<file path="src/rtl/muldiv_unit_pkg.sv">
// Shared types for the iterative multiply/divide unit: RV32M function
// select (funct3 encoding), controller state and small decode helpers.
package muldiv_unit_pkg;

   typedef enum logic [2:0] {
      MD_MUL    = 3'd0,
      MD_MULH   = 3'd1,
      MD_MULHSU = 3'd2,
      MD_MULHU  = 3'd3,
      MD_DIV    = 3'd4,
      MD_DIVU   = 3'd5,
      MD_REM    = 3'd6,
      MD_REMU   = 3'd7
   } md_func_t;

   typedef enum logic [1:0] {
      ST_IDLE  = 2'd0,
      ST_CALC  = 2'd1,
      ST_FIXUP = 2'd2,
      ST_DONE  = 2'd3
   } md_state_t;

   // Bit 1: rs1 is signed, bit 0: rs2 is signed.
   function automatic logic [1:0] op_signed(input md_func_t fn);
      logic [1:0] s;
      case (fn)
         MD_MUL, MD_MULH, MD_DIV, MD_REM: s = 2'b11;
         MD_MULHSU:                       s = 2'b10;
         default:                         s = 2'b00;
      endcase
      return s;
   endfunction

   // Division family occupies the upper half of the funct3 space.
   function automatic logic is_div_fn(input md_func_t fn);
      return fn[2];
   endfunction

endpackage

</file>
<file path="src/rtl/muldiv_unit_step.sv">
// One radix-2 iteration of the multiply/divide datapath.
// Multiply: acc = {partial_hi, multiplier}; conditional add then shift right.
// Divide:   acc = {remainder, dividend/quotient}; shift left, trial subtract,
//           restore on borrow and shift the quotient bit in at the bottom.
module muldiv_step #(
   parameter int WIDTH = 32
) (
   input  logic                 div_mode,
   input  logic [2*WIDTH-1:0]   acc,
   input  logic [WIDTH-1:0]     opd,
   output logic [2*WIDTH-1:0]   acc_next
);

   logic [WIDTH:0] sum;
   logic [WIDTH:0] rem_sh;
   logic [WIDTH:0] diff;

   // Compute both candidate iterations and pick by mode.
   always_comb begin
      sum    = {1'b0, acc[2*WIDTH-1:WIDTH]}
             + (acc[0] ? {1'b0, opd} : {(WIDTH+1){1'b0}});
      rem_sh = acc[2*WIDTH-1:WIDTH-1];
      diff   = rem_sh - {1'b0, opd};
      if (div_mode) begin
         if (!diff[WIDTH]) begin
            acc_next = {diff[WIDTH-1:0], acc[WIDTH-2:0], 1'b1};
         end else begin
            acc_next = {rem_sh[WIDTH-1:0], acc[WIDTH-2:0], 1'b0};
         end
      end else begin
         acc_next = {sum, acc[WIDTH-1:1]};
      end
   end

endmodule

</file>
<file path="src/rtl/muldiv_unit.sv">
// Iterative RV32M multiply/divide unit. Operands are converted to
// magnitudes on accept, WIDTH radix-2 steps run in CALC, signs are
// reapplied in FIXUP and the tagged result is held in DONE until taken.
module muldiv_unit
   import muldiv_unit_pkg::*;
#(
   parameter int WIDTH = 32,
   parameter int TAG_W = 5
) (
   input  logic             clk,
   input  logic             rst_n,
   input  logic             kill,
   input  logic             req_valid,
   output logic             req_ready,
   input  md_func_t         req_fn,
   input  logic [WIDTH-1:0] req_in1,
   input  logic [WIDTH-1:0] req_in2,
   input  logic [TAG_W-1:0] req_tag,
   output logic             resp_valid,
   input  logic             resp_ready,
   output logic [WIDTH-1:0] resp_data,
   output logic [TAG_W-1:0] resp_tag
);

   localparam int CW = $clog2(WIDTH);
   localparam logic [WIDTH-1:0]   ZERO  = {WIDTH{1'b0}};
   localparam logic [WIDTH-1:0]   ONES  = {WIDTH{1'b1}};
   localparam logic [WIDTH-1:0]   MINV  = {1'b1, {(WIDTH-1){1'b0}}};
   localparam logic [2*WIDTH-1:0] ZERO2 = {(2*WIDTH){1'b0}};
   localparam logic [CW-1:0]      CNT_LOAD = CW'(WIDTH - 1);

   md_state_t          state_r;
   logic [CW-1:0]      cnt_r;
   md_func_t           fn_r;
   logic [TAG_W-1:0]   tag_r;
   logic               sign1_r;
   logic               sign2_r;
   logic [2*WIDTH-1:0] acc_r;
   logic [WIDTH-1:0]   opd_r;
   logic [WIDTH-1:0]   resp_data_r;
   logic [TAG_W-1:0]   resp_tag_r;

   logic               sgn1_s;
   logic               sgn2_s;
   logic [WIDTH-1:0]   mag1_s;
   logic [WIDTH-1:0]   mag2_s;
   logic               div_zero_s;
   logic               ovf_s;
   logic               special_s;
   logic [WIDTH-1:0]   special_val_s;
   logic [2*WIDTH-1:0] acc_init_s;
   logic [WIDTH-1:0]   opd_init_s;
   logic [2*WIDTH-1:0] step_next_s;
   logic [2*WIDTH-1:0] prod_fix_s;
   logic [WIDTH-1:0]   quo_fix_s;
   logic [WIDTH-1:0]   rem_fix_s;
   logic [WIDTH-1:0]   fix_result_s;

   assign req_ready  = (state_r == ST_IDLE);
   assign resp_valid = (state_r == ST_DONE);
   assign resp_data  = resp_data_r;
   assign resp_tag   = resp_tag_r;

   muldiv_step #(.WIDTH(WIDTH)) u_step (
      .div_mode (is_div_fn(fn_r)),
      .acc      (acc_r),
      .opd      (opd_r),
      .acc_next (step_next_s)
   );

   // Accept-side decode: signs, magnitudes and division special cases.
   always_comb begin
      sgn1_s     = op_signed(req_fn)[1] & req_in1[WIDTH-1];
      sgn2_s     = op_signed(req_fn)[0] & req_in2[WIDTH-1];
      mag1_s     = sgn1_s ? (ZERO - req_in1) : req_in1;
      mag2_s     = sgn2_s ? (ZERO - req_in2) : req_in2;
      div_zero_s = (req_in2 == ZERO);
      ovf_s      = ((req_fn == MD_DIV) || (req_fn == MD_REM))
                   && (req_in1 == MINV) && (req_in2 == ONES);
      special_s  = is_div_fn(req_fn) && (div_zero_s || ovf_s);
      case (req_fn)
         MD_DIV:  special_val_s = div_zero_s ? ONES : req_in1;
         MD_DIVU: special_val_s = ONES;
         MD_REM:  special_val_s = div_zero_s ? req_in1 : ZERO;
         MD_REMU: special_val_s = req_in1;
         default: special_val_s = ZERO;
      endcase
      // Multiply iterates over the multiplier in the low half; divide
      // shifts the dividend out of the low half.
      if (is_div_fn(req_fn)) begin
         acc_init_s = {ZERO, mag1_s};
         opd_init_s = mag2_s;
      end else begin
         acc_init_s = {ZERO, mag2_s};
         opd_init_s = mag1_s;
      end
   end

   // Sign restoration and result selection after the last iteration.
   always_comb begin
      prod_fix_s = (sign1_r ^ sign2_r) ? (ZERO2 - acc_r) : acc_r;
      quo_fix_s  = (sign1_r ^ sign2_r) ? (ZERO - acc_r[WIDTH-1:0])
                                       : acc_r[WIDTH-1:0];
      rem_fix_s  = sign1_r ? (ZERO - acc_r[2*WIDTH-1:WIDTH])
                           : acc_r[2*WIDTH-1:WIDTH];
      case (fn_r)
         MD_MUL:                       fix_result_s = prod_fix_s[WIDTH-1:0];
         MD_MULH, MD_MULHSU, MD_MULHU: fix_result_s = prod_fix_s[2*WIDTH-1:WIDTH];
         MD_DIV, MD_DIVU:              fix_result_s = quo_fix_s;
         MD_REM, MD_REMU:              fix_result_s = rem_fix_s;
         default:                      fix_result_s = ZERO;
      endcase
   end

   // Controller FSM with datapath and registered response.
   always_ff @(posedge clk or negedge rst_n) begin
      if (!rst_n) begin
         state_r     <= ST_IDLE;
         cnt_r       <= {CW{1'b0}};
         fn_r        <= MD_MUL;
         tag_r       <= {TAG_W{1'b0}};
         sign1_r     <= 1'b0;
         sign2_r     <= 1'b0;
         acc_r       <= ZERO2;
         opd_r       <= ZERO;
         resp_data_r <= ZERO;
         resp_tag_r  <= {TAG_W{1'b0}};
      end else if (kill) begin
         state_r <= ST_IDLE;
      end else begin
         case (state_r)
            ST_IDLE: begin
               if (req_valid) begin
                  fn_r    <= req_fn;
                  tag_r   <= req_tag;
                  sign1_r <= sgn1_s;
                  sign2_r <= sgn2_s;
                  acc_r   <= acc_init_s;
                  opd_r   <= opd_init_s;
                  if (special_s) begin
                     resp_data_r <= special_val_s;
                     resp_tag_r  <= req_tag;
                     state_r     <= ST_DONE;
                  end else begin
                     cnt_r   <= CNT_LOAD;
                     state_r <= ST_CALC;
                  end
               end
            end
            ST_CALC: begin
               acc_r <= step_next_s;
               if (cnt_r == {CW{1'b0}}) begin
                  state_r <= ST_FIXUP;
               end else begin
                  cnt_r <= cnt_r - {{(CW-1){1'b0}}, 1'b1};
               end
            end
            ST_FIXUP: begin
               resp_data_r <= fix_result_s;
               resp_tag_r  <= tag_r;
               state_r     <= ST_DONE;
            end
            ST_DONE: begin
               if (resp_ready) begin
                  state_r <= ST_IDLE;
               end
            end
            default: state_r <= ST_IDLE;
         endcase
      end
   end

endmodule

</file>
<file path="config.mk">
export PLATFORM = sky130hd
export DESIGN_NAME = muldiv_unit
export DESIGN_NICKNAME = d
export VERILOG_FILES = /design/src/rtl/muldiv_unit_pkg.sv /design/src/rtl/muldiv_unit_step.sv /design/src/rtl/muldiv_unit.sv
export SDC_FILE = /design/constraint.sdc
export NUM_CORES = 1
export LEC_CHECK = 0
export BUFFER_PORTS_ARGS = -buffer_cell sky130_fd_sc_hd__buf_2
export CAP_MARGIN = 20
export CORE_MARGIN = 2
export CORE_UTILIZATION = 60
export DETAILED_ROUTE_END_ITERATION = 8
export PLACE_DENSITY = 0.81
export SLEW_MARGIN = 30
export SYNTH_ARGS = -nofsm -noshare
export SYNTH_HDL_FRONTEND = slang
export SYNTH_SLANG_ARGS = --single-unit
</file>
<file path="constraint.sdc">
create_clock -name clk -period 6.7 [get_ports clk]
set_clock_uncertainty 0.15 [all_clocks]
set_input_delay 1.675 -clock clk [delete_from_list [all_inputs] [get_ports clk]]
set_output_delay 1.675 -clock clk [all_outputs]
set_load 0.005 [all_outputs]
</file>
# --- Word level (Yosys, flattened, before mapping) ---
# Index checks and enable logic that the tools add are counted.
totals:
  register_bits: 150
  latch_bits: 0
  ram_bits: 0
  romBits: 0
  inputBits: 77
  out_inout_bits: 39
  memories: 0
classes:
  add_sub_neg: 8
  multipliers: 0
  div: 0
  n_lt_le_gt_ge: 0
  n_eq_ne: 25
  shifts: 0
  n_mux: 33
  bitwise_logic: 4
  n_reduce_logical: 21
op_table:
  columns: ["cell", "n"]
  rows:
  - ["$mux W32", 11]
  - ["$mux W64", 4]
  - ["$pmux W32 S4", 2]
  - ["$pmux W64 S2", 1]
  - ["$sub A1 B32 Y32 const A", 4]
  - ["$eq A32 B32 Y1 const B", 2]
  - ["$pmux W32 S2", 1]
  - ["$sub A1 B64 Y64 const A", 1]
  - ["$add A32 B33 Y33", 1]
  - ["$sub A33 B32 Y33", 1]
  - ["$logic_not A32 Y1", 1]
  - ["$mux W5", 5]
  - ["$eq A3 B3 Y1 const B", 8]
  - ["$pmux W5 S2", 2]
  - ["$mux W2", 5]
  - ["$eq A3 B2 Y1 const B", 3]
  - ["$reduce_and A3 Y1", 3]
  - ["$pmux W2 S4", 1]
  - ["$eq A3 B1 Y1 const B", 2]
  - ["$logic_not A3 Y1", 2]
  - ["$ne A2 B2 Y1 const B", 3]
  - ["$ne A3 B3 Y1 const B", 2]
  - ["$logic_not A5 Y1", 1]
  - ["$reduce_and A5 Y1", 1]
  - ["other kinds (17)", 24]

# --- Depth between registers and ports, before layout ---
logic_depth:
  word_depth: 10
  depth_mapped: 14
  mapped_depth_nobuf: 13

# --- Modules after synthesis ---
# From an unflattened synthesis, not the netlist that was laid out.
unflattened:
  hier_cells: 2174
  hier_area_um2: 16495.8
modules_own_cells:
  columns: ["module", "instances", "cells_per_inst", "area_per_inst_um2", "seq_area_each_um2"]
  rows:
  - ["muldiv_unit", 1, 1462, 11666.2, 3753.6]
  - ["muldiv_step", 1, 712, 4829.6, 0.0]

# --- Worst setup path after synthesis ---
# No wires, ideal clock.
synth_timing:
  kind: "in2reg"
  startpoint: "in req_in1[6]"
  endpoint: "reg resp_data_r[16] (netlist: resp_data[16])"
  arrival_time_ns: 3.770
  required_ns: 6.463
  slack_ns: 2.694
  cell_stages: 11
  path_buffers: 2
  path_cell_list: "or4_4 -> nor4_4 -> nand4_2 -> nor3_2 -> and4_1 -> o211a_4 -> a21o_1 -> buf_4 -> buf_6 -> nand4_1 -> o211ai_1"
synth_via:
  elab_chain_cells: 7
synth_lines:
  columns: ["element", "line", "rtl"]
  rows:
  - ["start: declaration", "muldiv_unit.sv:16", "input logic [WIDTH-1:0] req_in1,"]
  - ["$eq A32 B32 Y1", "muldiv_unit.sv:79", "&& (req_in1 == MINV) && (req_in2 == ONES);"]
  - ["$logic_and A1 B1 Y1 (2 in series)", "muldiv_unit.sv:79", null]
  - ["$logic_or A1 B1 Y1", "muldiv_unit.sv:80", "special_s = is_div_fn(req_fn) && (div_zero_s || ovf_s);"]
  - ["$logic_and A1 B1 Y1", "muldiv_unit.sv:80", null]
  - ["$ne A2 B1 Y1 (no line)", null, null]
  - ["$reduce_and A4 Y1 (no line)", null, null]
  - ["end signal: assignment", "muldiv_unit.sv:141", "resp_data_r <= special_val_s;"]
  - ["end signal: assignment", "muldiv_unit.sv:159", "resp_data_r <= fix_result_s;"]
  - ["end: declaration", "muldiv_unit.sv:40", "logic [WIDTH-1:0] resp_data_r;"]
# No other way between the ends.
# A chain may end at the register's enable or synchronous reset.

# --- Final worst setup path ---
layout_timing:
  startpoint: "reg acc_r[31]"
  endpoint: "reg acc_r[45]"
layout_via:
  elab_chain_cells: 4
layout_lines:
  columns: ["element", "line", "rtl"]
  rows:
  - ["start: declaration", "muldiv_unit.sv:38", "logic [2*WIDTH-1:0] acc_r;"]
  - ["start signal: assignment", "muldiv_unit.sv:138", "acc_r <= acc_init_s;"]
  - ["start signal: assignment", "muldiv_unit.sv:151", "acc_r <= step_next_s;"]
  - ["$sub A33 B32 Y33", "muldiv_unit_step.sv:23", "diff = rem_sh - {1'b0, opd};"]
  - ["$mux W64", "muldiv_unit_step.sv:25", "if (!diff[WIDTH]) begin"]
  - ["$mux W64", "muldiv_unit_step.sv:24", "if (div_mode) begin"]
  - ["$pmux W64 S2", "muldiv_unit.sv:131", "case (state_r)"]
# No other way between the ends.

==> flow_metrics.py <==
metrics = {
    "clock_network": {
        "path_clk_slew_ps": 80,
        "clockBufferDepth": 2,
        "insertion_delay_ps": 450,
        "cts-buffers-inserted": 17,
        "cts_hold_buf": 0,
        "clockRootBuffer": "clkbuf_16",
        "htree_levels": 4,
        "cts_resized": 0,
        "postCtsSetupBuffers": 0,
        "cts.sinks": 150,
        "cts_tree": "yes",
    },
    "floorplan": {
        "fp.dieArea_um2": 27200,
        "initial_core_util_pct": 61.5,
        "die_h_um": 165,
        "dieWidth_um": 165,
        "fp.coreArea_um2": 25300,
        "io_pins": 116,
        "rows": 58,
    },
    "routing": {
        "via_count": 16400,
        "ant_nets": 0,
        "wire_per_inst_um": 23.1,
        "via_per_inst": 6.80,
        "drc": 0,
        "first_iter_violations": 2281,
        "drt_wl_total_mm": 55.8,
        "dr.pass1.iters": 6,
    },
    "setup_path": {
        "regToRegSetupSlack_ps": 1990,
        "reg2reg_to": "acc_r[45]",
        "worst-setup-path-type": "reg -> reg",
        "reg2reg_from": "acc_r[31]",
        "required_ps": 6830,
        "crit_path_end_kind": "register",
        "crit_arrival_ps": 4840,
        "startpoint_type": "register",
        "cp_max_fo": 22,
        "ff2ff_path_depth": 13,
    },
    "logic_synthesis": {
        "synthesis.area_um2": 15600,
        "synthCells": 2056,
        "yosys.cell_types.count": 90,
        "ys.flop_type": "dfrtp_1",
        "async_flop_share_pct": 100,
        "syn_avg_cell_area_um2": 7.57,
        "synth_fp_nets": 2210,
        "ys_ff_latch": 150,
        "synth_edf_count": 0,
        "ys_warn_count": 0,
        "ys_seq_area_share_pct": 24.1,
    },
    "placed_design": {
        "gp_congestion": 1.05,
        "numPortBuffers": 115,
        "dp_hpwl_mm": 42.3,
    },
    "power": {
        "p_leak_nw": 7.23,
        "ir_drop_v": 0.000413,
        "p_total_mw": 9.73,
        "p_per_area_nw_per_um2": 580,
    },
    "global_routing": {
        "grt_pass1_wl_mm": 84.2,
        "grt_max_degree": 101,
        "met3_usage_pct": 8.87,
        "busiest_layer": "met2",
        "grt_use_met1_pct": 55.4,
        "grt_pass1_vias": 14700,
        "antenna_found_initial": 0,
        "gr-usage-met2_pct": 60.7,
        "globalRouteOverflowTotal": 0,
        "track_usage_pct": 40.6,
    },
    "sta": {
        "drv_slew": 0,
        "max_freq_mhz": 212,
        "finalHoldViolations": 0,
        "finalCritPeriodShare_pct": 70.3,
        "timing.final.crit_period_ps": 4710,
        "finalSetupTns_ps": 0,
        "setup_viol": 0,
        "worst_slew_pin_slew_ps": 961,
        "maxSlewHeadroom_pct": 35.8,
        "rsz0062_at_grt": "false",
    },
    "worst_hold_path": {
        "min-delay-start": "resp_tag[4]",
        "hold_end": "resp_tag[4]",
        "worstHoldPathType": "reg -> reg",
        "holdPathStages": 2,
    },
    "final_layout": {
        "final_net_count": 2224,
        "fillCellCount": 2202,
        "num_antenna_cells": 0,
        "syn_to_final_growth_pct": 7.79,
        "drive_gt1_share_pct": 11.4,
    },
    "run_status": {
        "outcome": "completed",
    },
    "run": {
        "maxCapViolCount": 0,
    },
}
-- layout by cell type (no fill, tap or decap), types with 9 or more instances in the layout --
cell,instances
or3_1,18
o21ai_0,173
o21a_1,9
a31oi_1,16
a21oi_1,212
dfrtp_1,149
or4_1,10
ha_1,74
mux2i_1,43
maj3_1,29
a22oi_1,24
a21o_1,38
o41ai_1,17
nand4_1,27
nand2_1,198
o221ai_1,10
mux2_2,25
o31ai_1,24
nor4_1,17
nand3_1,39
nor2_1,224
inv_1,71
xnor2_1,99
nor3_1,37
o211ai_1,24
nand2b_1,10
clkbuf_16,17
buf_4,24
buf_2,113
xor2_1,80
o22ai_1,13
and3_1,9
a211oi_1,36
-- through the flow --
step                      util (%)  hold WS (ps)  setup slack, ps  cells  cell area, um^2
after floorplan                  -           295             2690   2056            15600
after detailed placement      63.8           316             1750   2381            16200
final                         66.2           332             1990   2413            16800
after CTS                     66.2           334             2090   2413            16800
after global routing          66.2           357             1830   2413            16800
after global placement        63.8           306             1850   2381            16200
-- worst max path at each step --
stage | start | endpoint | cells past startpoint
after floorplan | req_in1[6] | resp_data[16] | 11
after global placement | req_in1[6] | resp_data[7] | 11
after detailed placement | req_in1[6] | resp_data[7] | 11
after CTS | acc_r[31] | acc_r[45] | 13
after global routing | acc_r[31] | acc_r[45] | 13
final | acc_r[31] | acc_r[45] | 13
-- routing by layer --
layer	up-vias	wire length, um
met5	-	0
met2	1030	24000
li1	7513	-
met1	7655	22300
met3	199	6320
met4	0	3240
-- Yosys cell counts, types with 13 or more instances --
cell type / instances / area share (%)
nor2_1: 227 / 5.5
a21oi_1: 213 / 6.8
nand2_1: 198 / 4.8
o21ai_0: 173 / 5.6
dfrtp_1: 150 / 24
clkbuf_1: 114 / 2.7
xnor2_1: 100 / 5.6
xor2_1: 81 / 4.6
ha_1: 75 / 6.0
inv_1: 72 / 1.7
mux2i_1: 43 / 2.8
nand3_1: 39 / 1.3
a21o_1: 38 / 1.8
nor3_1: 37 / 1.2
a211oi_1: 36 / 1.7
maj3_1: 29 / 1.9
nand4_1: 27 / 1.1
mux2_2: 25 / 1.8
a22oi_1: 24 / 1.2
o211ai_1: 24 / 1.2
o31ai_1: 24 / 1.2
or3_1: 18 / 0.72
nor4_1: 17 / 0.68
o41ai_1: 17 / 0.96
a31oi_1: 16 / 0.64
o22ai_1: 13 / 0.52
-- worst max-delay path: stages (launching register included) --
cell	delay, ps
dfrtp_1	600
inv_1	160
ha_1	280
fa_1	400
nand2b_1	180
a211oi_1	370
nor2_1	230
o41ai_2	540
and3_1	330
nor3_2	120
nor2_4	300
buf_4	420
mux2i_1	290
o221ai_1	160
-- logic make-up (layout without fill, tap and decap cells) --
kind of cell	Yosys count	in the layout	synth area share, %
mux	68	68	4.57
xor+xnor	181	181	10.2
simple gates	653	653	19.7
fa+ha+maj	106	106	8.15
flops	150	150	24.1
compound gates	682	682	27.5
buf+inv	216	243	5.68
-- flip-flops by register name (all words and copies together), names as in the netlist --
name	cells
acc_r	64
opd_r	32
resp_data	32
cnt_r	5
resp_tag	5
tag_r	5
fn_r	3
state_r	2
sign1_r	1
sign2_r	1
-- power breakdown --
group | total (mW) | switching, mW | leakage (nW) | internal (mW)
clock | 1.01 | 0.480 | 0.287 | 0.532
sequential | 1.99 | 0.672 | 1.85 | 1.32
combinational | 6.73 | 4.19 | 5.10 | 2.54
-- cell type report --
type	count	area [um^2]	area share, %
multi-input cells	1690	11000	65.5
clock buffers	18	429	2.56
repair buffers	138	759	4.53
inverters	73	274	1.63
clock inverters	14	165	0.984
well taps	330	413	2.46
flip-flops and latches	150	3750	22.4
(Power assumes the default switching activity.)
